`src/rtl/midi_floppy_ctrl_if.sv`:
```
// Byte-stream in / floppy-drive setpoints out, bundled for the MIDI note controller.
// Ports: rx_data/new_rx_data (one-cycle byte strobe, no ready), f0_sp/f0_en and f1_sp/f1_en
// per-drive setpoint and enable, active_note LED byte. slave = controller side, master = source/observer.
`timescale 1ns/1ps
interface midi_floppy_ctrl_if #(parameter int SP_W = 22);
  logic [7:0]      rx_data;
  logic            new_rx_data;
  logic [SP_W-1:0] f0_sp;
  logic            f0_en;
  logic [SP_W-1:0] f1_sp;
  logic            f1_en;
  logic [7:0]      active_note;

  modport slave  (input  rx_data, new_rx_data,
                  output f0_sp, f0_en, f1_sp, f1_en, active_note);
  modport master (output rx_data, new_rx_data,
                  input  f0_sp, f0_en, f1_sp, f1_en, active_note);
endinterface

```
`src/rtl/midi_floppy_ctrl.sv`:
```
// MIDI note-on/off parser + note-to-step-period converter driving two floppy step drivers.
// Latency: velocity byte at cycle 0 -> f*_sp/f*_en visible in cycle 2 (decode reg + lookup/shift reg).
// Backpressure: none; accepts a byte every cycle, never stalls, no ready signal.
// Ports: clk, rst_n (sync, active low), bus (slave modport: rx_data/new_rx_data in;
//   f0_sp/f0_en, f1_sp/f1_en, active_note out). SP_W must not exceed 24.
// Build option: MIDI_ALLOC_EN -> CH0 only, notes allocated dynamically over both drives
//   (idle drive first, else steal the older note); undefined -> static CH0/CH1 mapping.
`timescale 1ns/1ps
module midi_floppy_ctrl #(
  parameter logic [3:0] CH0  = 4'd0,
  parameter logic [3:0] CH1  = 4'd1,
  parameter int         SP_W = 22
) (
  input  logic              clk,
  input  logic              rst_n,
  midi_floppy_ctrl_if.slave bus
);

  typedef enum logic [1:0] {IDLE, WAIT_NOTE, WAIT_VEL} state_t;

  localparam logic [23:0] SP_MAX = 24'((64'd1 << SP_W) - 64'd1);

  // ---------------- parser ----------------
  state_t     state_q, state_d;
  logic [4:0] stat_q, stat_d;   // {is_note_on_status, channel}
  logic [6:0] note_q, note_d;
  logic       msg_vld;
  logic       msg_on;

  always_ff @(posedge clk) begin
    if (!rst_n) begin
      state_q <= IDLE;
      stat_q  <= '0;
      note_q  <= '0;
    end else begin
      state_q <= state_d;
      stat_q  <= stat_d;
      note_q  <= note_d;
    end
  end

  always_comb begin
    state_d = state_q;
    stat_d  = stat_q;
    note_d  = note_q;
    msg_vld = 1'b0;
    if (bus.new_rx_data) begin
      if (bus.rx_data[7]) begin
        if (bus.rx_data[7:3] == 5'b11111) begin
          // realtime bytes may interleave anywhere and must not disturb the parse
        end else if (bus.rx_data[7:5] == 3'b100) begin
          stat_d  = bus.rx_data[4:0];
          state_d = WAIT_NOTE;
        end else begin
          state_d = IDLE;   // other status kills running status
        end
      end else begin
        case (state_q)
          WAIT_NOTE: begin
            note_d  = bus.rx_data[6:0];
            state_d = WAIT_VEL;
          end
          WAIT_VEL: begin
            msg_vld = 1'b1;
            state_d = WAIT_NOTE;   // running status: next data byte is a new note
          end
          default: ;
        endcase
      end
    end
  end

  // 0x9n with velocity 0 is a note-off
  assign msg_on = stat_q[4] && (bus.rx_data[6:0] != 7'd0);

  // ---------------- stage 1: decode ----------------
  logic       s1_vld;
  logic       s1_on;
  logic [6:0] s1_note;
`ifdef MIDI_ALLOC_EN
  always_ff @(posedge clk) begin
    if (!rst_n) begin
      s1_vld  <= 1'b0;
      s1_on   <= 1'b0;
      s1_note <= '0;
    end else begin
      s1_vld  <= msg_vld && (stat_q[3:0] == CH0);
      s1_on   <= msg_on;
      s1_note <= note_q;
    end
  end
`else
  logic s1_drv;
  always_ff @(posedge clk) begin
    if (!rst_n) begin
      s1_vld  <= 1'b0;
      s1_on   <= 1'b0;
      s1_note <= '0;
      s1_drv  <= 1'b0;
    end else begin
      s1_vld  <= msg_vld && ((stat_q[3:0] == CH0) || (stat_q[3:0] == CH1));
      s1_drv  <= (stat_q[3:0] != CH0);   // CH0 wins when CH1==CH0
      s1_on   <= msg_on;
      s1_note <= note_q;
    end
  end
`endif

  // ---------------- stage 2: period lookup/shift ----------------
  logic [3:0]      oct, key;
  logic [23:0]     base, shifted;
  logic [SP_W-1:0] period;

  always_comb begin
    oct = 4'(s1_note / 7'd12);
    key = 4'(s1_note % 7'd12);
    case (key)
      4'd0:    base = 24'd6115607;
      4'd1:    base = 24'd5772339;
      4'd2:    base = 24'd5448404;
      4'd3:    base = 24'd5142604;
      4'd4:    base = 24'd4853993;
      4'd5:    base = 24'd4581524;
      4'd6:    base = 24'd4324399;
      4'd7:    base = 24'd4081666;
      4'd8:    base = 24'd3852584;
      4'd9:    base = 24'd3636364;
      4'd10:   base = 24'd3432275;
      default: base = 24'd3239622;
    endcase
    shifted = base >> oct;
    period  = (shifted > SP_MAX) ? SP_MAX[SP_W-1:0] : shifted[SP_W-1:0];
  end

  logic [SP_W-1:0] sp0_q, sp1_q;
  logic            en0_q, en1_q;
  logic [6:0]      n0_q, n1_q;
  logic            hit0, hit1;
  logic [1:0]      wr_on, wr_off;

  // Stage 2 reads the committed drive state, so an off right behind an on sees its note.
  assign hit0 = en0_q && (n0_q == s1_note);
  assign hit1 = en1_q && (n1_q == s1_note);

`ifdef MIDI_ALLOC_EN
  logic older_q;   // drive holding the older note-on; victim when both busy
  logic tgt;

  always_comb begin
    if (hit0)        tgt = 1'b0;   // retrigger reuses the holding drive
    else if (hit1)   tgt = 1'b1;
    else if (!en0_q) tgt = 1'b0;
    else if (!en1_q) tgt = 1'b1;
    else             tgt = older_q;
  end

  assign wr_on  = {s1_vld && s1_on && tgt, s1_vld && s1_on && !tgt};
  assign wr_off = {s1_vld && !s1_on && hit1 && !hit0, s1_vld && !s1_on && hit0};

  always_ff @(posedge clk) begin
    if (!rst_n)                older_q <= 1'b0;
    else if (s1_vld && s1_on)  older_q <= ~tgt;
  end
`else
  assign wr_on  = {s1_vld && s1_on && s1_drv, s1_vld && s1_on && !s1_drv};
  assign wr_off = {s1_vld && !s1_on && s1_drv && hit1, s1_vld && !s1_on && !s1_drv && hit0};
`endif

  always_ff @(posedge clk) begin
    if (!rst_n) begin
      sp0_q <= '0; en0_q <= 1'b0; n0_q <= '0;
      sp1_q <= '0; en1_q <= 1'b0; n1_q <= '0;
    end else begin
      if (wr_on[0]) begin
        n0_q <= s1_note; sp0_q <= period; en0_q <= 1'b1;
      end else if (wr_off[0]) begin
        en0_q <= 1'b0;   // setpoint held on release
      end
      if (wr_on[1]) begin
        n1_q <= s1_note; sp1_q <= period; en1_q <= 1'b1;
      end else if (wr_off[1]) begin
        en1_q <= 1'b0;
      end
    end
  end

  assign bus.f0_sp       = sp0_q;
  assign bus.f0_en       = en0_q;
  assign bus.f1_sp       = sp1_q;
  assign bus.f1_en       = en1_q;
  assign bus.active_note = {en0_q | en1_q, en1_q ? n1_q : n0_q};

endmodule
```
`src/flat_wrapper.sv`:
```
// flat-port wrapper written by rule: the top's interface ports become plain ports
module midi_floppy_ctrl_flat 
#(
  parameter logic [3:0] CH0  = 4'd0,
  parameter logic [3:0] CH1  = 4'd1,
  parameter int         SP_W = 22
)
  (clk, rst_n, bus_rx_data, bus_new_rx_data, bus_f0_sp, bus_f0_en, bus_f1_sp, bus_f1_en, bus_active_note);
  midi_floppy_ctrl_if #(.SP_W(SP_W)) bus_i ();
  input  logic clk;
  input  logic rst_n;
  input wire logic [$bits(bus_i.rx_data)-1:0] bus_rx_data;
  input wire logic [$bits(bus_i.new_rx_data)-1:0] bus_new_rx_data;
  output wire logic [$bits(bus_i.f0_sp)-1:0] bus_f0_sp;
  output wire logic [$bits(bus_i.f0_en)-1:0] bus_f0_en;
  output wire logic [$bits(bus_i.f1_sp)-1:0] bus_f1_sp;
  output wire logic [$bits(bus_i.f1_en)-1:0] bus_f1_en;
  output wire logic [$bits(bus_i.active_note)-1:0] bus_active_note;
  assign bus_i.rx_data = bus_rx_data;
  assign bus_i.new_rx_data = bus_new_rx_data;
  assign bus_f0_sp = bus_i.f0_sp;
  assign bus_f0_en = bus_i.f0_en;
  assign bus_f1_sp = bus_i.f1_sp;
  assign bus_f1_en = bus_i.f1_en;
  assign bus_active_note = bus_i.active_note;
  midi_floppy_ctrl #(.CH0(CH0), .CH1(CH1), .SP_W(SP_W)) u_core (.clk(clk), .rst_n(rst_n), .bus(bus_i));
endmodule
```
`config.mk`:
```
export PLATFORM = sky130hd
export DESIGN_NAME = midi_floppy_ctrl_flat
export DESIGN_NICKNAME = d
export VERILOG_FILES = /design/src/rtl/midi_floppy_ctrl_if.sv /design/src/rtl/midi_floppy_ctrl.sv /design/src/flat_wrapper.sv
export SDC_FILE = /design/constraint.sdc
export NUM_CORES = 1
export LEC_CHECK = 0
export CAP_MARGIN = 20
export CORE_MARGIN = 10
export CORE_UTILIZATION = 55
export DETAILED_ROUTE_END_ITERATION = 10
export HOLD_SLACK_MARGIN = 0.03
export PLACE_DENSITY = 0.8
export SYNTH_ARGS = -nofsm -noshare
export SYNTH_HDL_FRONTEND = slang
export SYNTH_SLANG_ARGS = --single-unit
```
`constraint.sdc`:
```
create_clock -name clk -period 4.6 [get_ports clk]
set_input_delay 0.92 -clock clk [delete_from_list [all_inputs] [get_ports clk]]
set_output_delay 0.92 -clock clk [all_outputs]
set_load 0.1 [all_outputs]
```
Word-level counts from Yosys, hierarchy flattened

Memories as Yosys holds them, arrays and structs flattened.
Index checks and enable logic that the tools add are counted.

Register bits: 84
ROM bits: 368
Bits of input ports: 11
Output and inout port bits: 54
Word-level logic and storage cells: 66
Memories: 1

Div/mod/pow operators: 2
Magnitude comparators: 1
Eq/ne operators: 8
Shift-type cells: 1
Muxes and demuxes: 13
Bitwise operators: 3
Reductions and logical operators: 24

Memory list:

| memory          | words | bits a word | rd ports | clocked after memory_dff | wr ports | line                    | RTL |
|---|---|---|---|---|---|---|---|
| (no name shown) | 16    | 23          | 1        | 0                        | 0        | midi_floppy_ctrl.sv:117 | `case (key)` |

Operator list:

| operator                                                                          | number |
|---|---|
| 24-bit by 22-bit greater-than comparator with 1-bit output, second input constant | 1 |
| 24-bit by 4-bit right shift with 24-bit output                                    | 1 |
| 22-bit two-way mux                                                                | 1 |
| 7-bit == test                                                                     | 2 |
| 1-bit logical AND                                                                 | 12 |
| 1-bit two-way mux                                                                 | 8 |
| 7-bit by 4-bit divider with 7-bit output, second input constant                   | 1 |
| 7-bit by 4-bit remainder unit with 7-bit output, second input constant            | 1 |
| 7-bit two-way mux                                                                 | 1 |
| 7-bit nonzero test                                                                | 1 |
| 3-bit AND reduction                                                               | 2 |
| 5-bit == test, second input constant                                              | 1 |
| 4-bit by 1-bit == test with 1-bit output, second input constant                   | 1 |
| 4-bit zero test                                                                   | 1 |
| 2-bit two-way mux                                                                 | 2 |
| 2-bit case mux with 2 select lines                                                | 1 |
| 4-bit AND reduction                                                               | 1 |
| 2-bit nonzero test                                                                | 2 |
| 4-bit nonzero test                                                                | 1 |
| 3-bit == test, second input constant                                              | 1 |
| 3-bit nonzero test                                                                | 1 |
| 2-bit by 1-bit == test with 1-bit output, second input constant                   | 1 |
| 2-bit == test, second input constant                                              | 1 |
| 1-bit zero test                                                                   | 2 |
| 4 further kinds                                                                   | 5 |

Logic depth before layout (Yosys ltp)

Gate-level depths: netlist (run 1).

Word-level depth: 6
Depth in mapped cells: 18
Depth with buffers taken out: 15

Worst setup path before layout (run 1)

No wires, ideal clock.

Kind: reg-to-reg
Start point: reg u_core.s1_note[0]
End point: reg u_core.sp0_q[10] (netlist: u_core.bus.f0_sp[10])
Library setup time: 71 ps
Data arrival time: 2939 ps
Data required time: 4529 ps
Setup slack: 1590 ps
Cell stages (with the launch flop): 14
Buffers on the path: 2
Period minus slack after synthesis: 3010 ps
Path through: dfxtp_1 clkbuf_1 inv_1 ha_1 clkbuf_1 inv_1 nand4b_1 a31oi_1 nor4b_2 a21oi_1 a221oi_1 o221ai_1 a21boi_2 a21oi_1

Cells in the longest elaborated chain, start to end: 5
Elaborated cells on any way between the ends: 6
Classes of those cells: div (2); order compare (1); shift (1); mux (1); memory (1)

Ends and longest elaborated chain:

| element                                                    | line                    | RTL |
|---|---|---|
| start: declaration                                         | midi_floppy_ctrl.sv:79  | `logic [6:0] s1_note;` |
| start signal: assignment                                   | midi_floppy_ctrl.sv:104 | `s1_note <= note_q;` |
| 7-bit by 4-bit remainder unit with 7-bit output            | midi_floppy_ctrl.sv:116 | `key = 4'(s1_note % 7'd12);` |
| memory read 16 x 23 bit                                    | -                       |  |
| 24-bit by 4-bit right shift with 24-bit output (*)         | midi_floppy_ctrl.sv:131 | `shifted = base >> oct;` |
| 24-bit by 22-bit greater-than comparator with 1-bit output | midi_floppy_ctrl.sv:132 | `period = (shifted > SP_MAX) ? SP_MAX[SP_W-1:0] : shifted[SP_W-1:0];` |
| 22-bit two-way mux (*)                                     | midi_floppy_ctrl.sv:132 |  |
| end signal: assignment                                     | midi_floppy_ctrl.sv:171 | `sp0_q <= '0; en0_q <= 1'b0; n0_q <= '0;` |
| end signal: assignment                                     | midi_floppy_ctrl.sv:175 | `n0_q <= s1_note; sp0_q <= period; en0_q <= 1'b1;` |
| end: declaration                                           | midi_floppy_ctrl.sv:135 | `logic [SP_W-1:0] sp0_q, sp1_q;` |

Every way passes the cells marked *; elsewhere a longest branch is shown, timed or not.
A chain may end at the register's enable or synchronous reset.

Worst setup path in the final report (run 1)

Start point: reg u_core.s1_note[4]
End point: reg u_core.sp1_q[4] (netlist: u_core.bus.f1_sp[4])

Cells in the longest elaborated chain, start to end: 5
Elaborated cells on any way between the ends: 6
Classes of those cells: div (2); order compare (1); shift (1); mux (1); memory (1)

Ends and longest elaborated chain:

| element                                                    | line                    | RTL |
|---|---|---|
| 7-bit by 4-bit remainder unit with 7-bit output            | midi_floppy_ctrl.sv:116 |  |
| memory read 16 x 23 bit                                    | -                       |  |
| 24-bit by 4-bit right shift with 24-bit output (*)         | midi_floppy_ctrl.sv:131 |  |
| 24-bit by 22-bit greater-than comparator with 1-bit output | midi_floppy_ctrl.sv:132 |  |
| 22-bit two-way mux (*)                                     | midi_floppy_ctrl.sv:132 |  |
| end signal: assignment                                     | midi_floppy_ctrl.sv:172 | `sp1_q <= '0; en1_q <= 1'b0; n1_q <= '0;` |
| end signal: assignment                                     | midi_floppy_ctrl.sv:180 | `n1_q <= s1_note; sp1_q <= period; en1_q <= 1'b1;` |
| end: declaration                                           | midi_floppy_ctrl.sv:135 |  |

Marks and branches as above.

==> results of run 1 <==
[kinds of logic (layout without fill, tap and decap cells)]
logic type	Yosys count	in the layout	synth area share, %
adder cells (fa/ha/maj)	7	7	1.441
flip-flops	84	84	27.66
buffers and inverters	81	114	6.503
XOR/XNOR	20	20	3.128
AND/OR/NAND/NOR	288	288	24.06
multiplexers	26	26	4.445
AO/OA/AOI/OAI	292	292	32.76
[report_power, final]
part	total (mW)	switching, mW	internal [mW]	leakage, nW
clock	0.526	0.276	0.251	0.0890
sequential	0.731	0.00214	0.729	0.677
combinational	0.0738	0.0465	0.0274	1.65
[per-stage QoR]
step	hold slack [ns]	util, %
2_1_floorplan	0.4114	-
3_3_place_gp	0.4253	62.04
3_5_place_dp	0.4351	62.04
4_1_cts	0.4485	63.79
5_1_grt	0.4733	64.05
6_report	0.4503	64.05
[layout make-up]
type | instances | area share [%]
multi-input cells | 633 | 57.65
clock inverters | 5 | 0.9011
clock buffers | 10 | 1.838
repair buffers | 91 | 12.43
flip-flops and latches | 84 | 24.22
inverters | 8 | 0.4325
well taps | 140 | 2.523
[layer usage]
metal / vias to the layer above / global-route usage [%] / routed length [um] / share of wire (%)
met5: - / 0 / 13 / 0.060
met4: 2 / 9.756 / 687 / 3.2
met3: 61 / 7.520 / 2073 / 9.6
met2: 357 / 42.02 / 10120 / 47
met1: 3091 / 32.43 / 8745 / 40
li1: 3018 / - / - / -
[flip-flops by register name (all words and copies together) (netlist names)]
register,cells
u_core.s1_drv,1
u_core.n0_q,7
u_core.bus.f1_sp,22
u_core.bus.f0_sp,22
u_core.s1_on,1
u_core.n1_q,7
u_core.note_q,7
u_core.s1_note,7
u_core.bus.f0_en,1
u_core.stat_q,5
u_core.bus.f1_en,1
u_core.state_q,2
u_core.s1_vld,1
[how the worst max path moves through the flow]
| stage | start | endpoint | slack (ns) |
|---|---|---|---|
| 2_1_floorplan | u_core.s1_note[0]$_SDFF_PN0_ | u_core.bus.f0_sp[10]$_SDFFE_PN0P_ | 1.59 |
| 3_3_place_gp | u_core.s1_note[4]$_SDFF_PN0_ | u_core.bus.f1_sp[9]$_SDFFE_PN0P_ | 0.77 |
| 3_5_place_dp | u_core.s1_note[4]$_SDFF_PN0_ | u_core.bus.f1_sp[4]$_SDFFE_PN0P_ | 0.69 |
| 4_1_cts | u_core.s1_note[4]$_SDFF_PN0_ | u_core.bus.f1_sp[4]$_SDFFE_PN0P_ | 0.65 |
| 5_1_grt | u_core.s1_note[4]$_SDFF_PN0_ | u_core.bus.f0_sp[8]$_SDFFE_PN0P_ | 0.19 |
| 6_report | u_core.s1_note[4]$_SDFF_PN0_ | u_core.bus.f1_sp[4]$_SDFFE_PN0P_ | 0.55 |
[cells in the final DEF, fill, tap and decap left out, types with 4 or more instances in the layout]
master           synthesis  routed
dfxtp_1                 84      84
nand2_1                 82      82
a21oi_1                 72      72
clkdlybuf4s50_1          0      64
nor2_1                  55      55
nand3_1                 50      50
o21ai_0                 40      40
o21ai_1                 26      26
buf_4                    6      26
nor3_1                  19      19
mux2i_1                 18      18
a31oi_1                 17      17
o31ai_1                 17      17
nand2b_1                15      15
and2_1                  13      13
xnor2_1                 13      13
o22ai_1                 12      12
a21o_1                  10      10
a22oi_1                 10      10
clkbuf_8                 0       9
mux2_2                   8       8
inv_1                    7       7
nor2b_1                  7       7
o211ai_1                 7       7
ha_1                     7       7
a21oi_2                  6       6
a211oi_1                 6       6
xor2_1                   5       5
or3_1                    5       5
o32ai_1                  5       5
o221ai_1                 5       5
nor3b_1                  4       4
nand3b_1                 4       4
[worst register-to-register path: cells and delay by family, from the launching register on]
family | cells | cell delay (ns)
compound gates | 6 | 1.43
fa+ha+maj | 1 | 0.35
buf+inv | 1 | 0.16
flops | 1 | 0.78
simple gates | 5 | 1.18
==> run summary, run 1 <==
DP Area -> 0.006725 mm2
Core Footprint -> 0.01084 mm2
startpoint types -> flip-flop
Tcrit/Tclk final -> 87.99%
first-pass GRT wire length -> 34220 um
Slew Viols, Final -> 0
PwrDens -> 191.7 mW/mm2
fin worst setup slack -> 0.5524 ns
number of synthesized flops with an enable pin -> 0
pre-CTS setup slack -> 0.6874 ns
WHS Endpoint -> u_core.s1_on$_SDFF_PN0_
gr usage total -> 26.14%
CTS resizes -> 0
Crit Path Max Fanout -> 21
top-area cell type share of the netlist area -> 27.66%
hold path start -> u_core.stat_q[4]$_SDFFE_PN0P_
FF-to-FF path depth -> 13
final wirelength -> 21640 um
drt wl/cell -> 22.29 um
HP Class -> reg -> reg
Clock Tree Root -> clkbuf_8
leakage -> 2.411 nW
routed via count -> 6529
syn avg cell area -> 7.619 um2
final estimated routing congestion in global placement -> 0.9926
CTS tree -> done
Syn Nets -> 816
area of the multi-input gates -> 0.004003 mm2
dpl hpwl -> 15940 um
Synth area leader -> dfxtp_1
Warnings, synthesis -> 0
Post-DRT Antenna Nets -> 0
# IOs -> 65
Setup CP Type -> reg -> reg
Worst path most repeated cell -> a21oi_1
post-DR vias/cell -> 6.724
worst path required time -> 4.82 ns
Post-Syn Area -> 0.006080 mm2
count leader, synth -> dfxtp_1
R2R Path Start -> u_core.s1_note[4]$_SDFF_PN0_
DRC -> 0
fillers -> 946
CTS Buf Count -> 9
Reg area -> 0.001682 mm2
FF-to-FF End -> u_core.bus.f1_sp[4]$_SDFFE_PN0P_
Setup TNS Final -> 0 ns
drt first pass iters -> 6
FF+latch count, synth -> 84
largest net degree at the start of global routing -> 45
final setup violation count -> 0
Slowest cell on crit path -> dfxtp_1
die height -> 125.1 um
total grt overflow -> 0
initial antenna violation count -> 1
Worst R2R Setup Slack -> 0.55 ns
total power draw -> 1.331 mW
clk_skew -> 0.008856 ns
max-cap viol count -> 0
CTS clk-pin slew, worst paths -> 0.09 ns
most common flop cell mapped by yosys -> dfxtp_1
Hold Crit Depth -> 2
Final Instance Count excl. Fillers -> 971
RSZ-0062 raised after global routing -> no
die footprint -> 0.01566 mm2
Placed Cells -> 955
Max clock buf depth -> 2
asr flop ratio synth -> 0%
setup bufs post-CTS -> 0
status -> finished, final reports clean
# rows -> 38
final critical-path required period -> 4.048 ns
Skew-Pair Late Insertion Delay -> 0.37 ns
Starting DRT DRC Count -> 844
fmax -> 247.1 MHz
final instance area -> 0.006943 mm2
clock sinks -> 84
Area contributors post-synth -> dfxtp_1 (28%), a21oi_1 (5.9%), nand2_1 (5.1%)
H-tree levels -> 3
Distinct cells, synth -> 91
CP Cell Sequence -> nor3b_1 > a211o_1 > a21oi_4 > nor2_4 > inv_2 > ha_1 > and4b_1 > nor3_1 > nand2_1 > a21oi_1 > a311oi_1 > a32oi_1 > a21oi_1
Worst path depth -> 13
Starting Density -> 56.08%
CP bufs+invs -> 1
Max stage delay on crit path -> 0.78 ns
CP top delay family -> compound AO/OA/AOI/OAI gates
layout cells sized above 1 -> 10.83%
Max IR drop VDD -> 0.2769 mV
Setup crit end kind -> flip-flop
crit path DAT -> 4.27 ns
CTS Hold Buffers Added -> 0
number of global-route vias before repair -> 6219
Slew headroom -> 31.32%
Commonest cells post-synth -> dfxtp_1 (84), nand2_1 (82), a21oi_1 (72), nor2_1 (55), nand3_1 (50)
fin nets -> 845
Layout Area Growth over Synthesis -> 14.20%
Fin. Hold Viols -> 0
synthesized instance count -> 798
Buffers on Ports -> 64
diode count -> 0
Slew @ Worst Pin -> 1.027 ns
Die X -> 125.1 um
post-synthesis sequential area ratio -> 27.66%
Note: power is estimated with default switching activity, not from simulation.
==> inputs of run 2 (changes only) <==
Settings changed: REMOVE_ABC_BUFFERS set to 1.
==> run 2 against run 1 <==
Compared with the run above: clock-buffer cell count is 1 higher; register-to-register slack better by 0.06 ns; core utilization is 0.38 points lower; die area stayed put; clock skew is 0.0051 ns higher; global-route usage is 0.83 points lower; worst hold slack better by 0.00075 ns; first-iteration DRC count is 16% higher; sequential cell count stayed put; critical endpoint unchanged; largest power group unchanged.
==> run summary, run 2 (synthesized netlist as in run 1, its figures left out) <==
layout cells sized above 1 -> 10.71%
Layout Area Growth over Synthesis -> 13.52%
Buffers on Ports -> 64
final critical-path required period -> 3.990 ns
Crit Path Max Fanout -> 17
drt first pass iters -> 8
Setup CP Type -> reg -> reg
fmax -> 250.7 MHz
CTS Hold Buffers Added -> 0
Starting DRT DRC Count -> 983
Post-DRT Antenna Nets -> 0
Setup crit end kind -> flip-flop
Slew headroom -> 33.45%
Net Sw Power -> 0.3233 mW
first-pass GRT wire length -> 33340 um
fin worst setup slack -> 0.6105 ns
most frequent cells in the layout -> dfxtp_1 (84), nand2_1 (82), a21oi_1 (72)
H-tree levels -> 3
number of global-route vias before repair -> 6279
post-DR vias/cell -> 6.803
Die X -> 125.1 um
startpoint types -> flip-flop
clk_skew -> 0.01398 ns
max-cap viol count -> 0
Core Footprint -> 0.01084 mm2
gr usage total -> 25.31%
initial antenna violation count -> 0
gr busiest metal -> met2
pre-CTS setup slack -> 0.7543 ns
met2 Track Usage GR -> 41.50%
Max clock buf depth -> 2
Internal -> 0.9530 mW
Starting Density -> 56.08%
Flop pwr share -> 57.3%
Clock Tree Root -> clkbuf_8
PwrDens -> 184.9 mW/mm2
die footprint -> 0.01566 mm2
largest net degree at the start of global routing -> 37
Sw Ratio -> 25.33%
fin nets -> 844
die height -> 125.1 um
clock share of power -> 37.2%
final setup violation count -> 0
met1 Use GR -> 31.44%
CTS resizes -> 0
dpl hpwl -> 15540 um
leakage -> 2.394 nW
worst path required time -> 4.82 ns
crit path DAT -> 4.21 ns
Max IR drop VDD -> 0.2419 mV
FF-to-FF path depth -> 13
Setup TNS Final -> 0 ns
HP Class -> reg -> reg
Skew-Pair Late Insertion Delay -> 0.37 ns
total grt overflow -> 0
CTS Buf Count -> 9
RSZ-0062 raised after global routing -> no
CTS clk-pin slew, worst paths -> 0.09 ns
setup bufs post-CTS -> 0
most common cell after layout, fill and taps aside -> dfxtp_1
clock sinks -> 84
final wirelength -> 21120 um
routed via count -> 6606
Slew @ Worst Pin -> 0.9952 ns
status -> finished, final reports clean
final estimated routing congestion in global placement -> 1.000
diode count -> 0
DRC -> 0
# IOs -> 65
# rows -> 38
Comb pwr share -> 5.6%
Core Util, Final -> 63.67%
final hold slack -> 0.4510 ns
Slew Viols, Final -> 0
Fin. Hold Viols -> 0
GR Util met3 -> 4.943%
drt wl/cell -> 21.75 um
Tcrit/Tclk final -> 86.73%
Hold Crit Depth -> 2
CTS tree -> done
==> run 2: cell count changes in the layout (fill, tap and decap cells not counted) <==
cell / change
buf_16: -1
buf_4: -1
buf_8: +1
bufinv_16: -1
clkbuf_1: +1
clkinv_2: +1
==> run 2: metal layers <==
layer	routed length, um	vias up	part of all wire, %
met4	745	0	3.5
met3	2070	68	9.8
li1	-	3017	-
met2	9981	415	47
met5	0	-	0
met1	8327	3106	39
==> run 2: layout make-up <==
class,instances,area [um2]
inverter,8,30.03
multi-input combinational,633,4003
sequential,84,1682
clock inverter,5,37.54
clock buffer,11,131.4
tap,140,175.2
timing repair buffer,90,843.3
fill,917,3939
==> run 2: power groups by stage <==
stage	sequential (mW)	clock (mW)	combinational, mW
after global routing	0.731	0.503	0.0764
after CTS	0.731	0.475	0.0692
after detailed placement	0.748	0	0.0691
final	0.731	0.474	0.0713
after floorplan	0.748	0	0.0342
after global placement	0.748	0	0.0686
==> run 2: worst max-delay path, stage by stage, from the launching register on <==
cell	delay (ns)
dfxtp_1	0.74
xnor2_1	0.25
a211o_1	0.41
a21oi_4	0.40
nor2_4	0.10
inv_2	0.15
ha_1	0.30
and4b_1	0.22
nor3_1	0.47
nand2_1	0.17
a21oi_1	0.15
a311oi_1	0.07
a32oi_1	0.29
a21oi_1	0.10
==> run 2: stage by stage <==
| stage | total power, mW | cells | area, um2 |
|---|---|---|---|
| final | 1.276 | 971 | 6902 |
| after global routing | 1.311 | 971 | 6902 |
| after CTS | 1.275 | 970 | 6887 |
| after detailed placement | 0.8169 | 954 | 6718 |
| after global placement | 0.8162 | 954 | 6718 |
| after floorplan | 0.7825 | 725 | 5714 |
==> run 2: worst paths after layout <==
| kind | from | slack, ns | to |
|---|---|---|---|
| worst min-delay path | u_core.stat_q[4]$_SDFFE_PN0P_ | 0.45 | u_core.s1_on$_SDFF_PN0_ |
| worst min register to register | u_core.stat_q[4]$_SDFFE_PN0P_ | 0.45 | u_core.s1_on$_SDFF_PN0_ |
| worst max-delay path | u_core.s1_note[5]$_SDFF_PN0_ | 0.61 | u_core.bus.f1_sp[4]$_SDFFE_PN0P_ |
| worst max register to register | u_core.s1_note[5]$_SDFF_PN0_ | 0.61 | u_core.bus.f1_sp[4]$_SDFFE_PN0P_ |
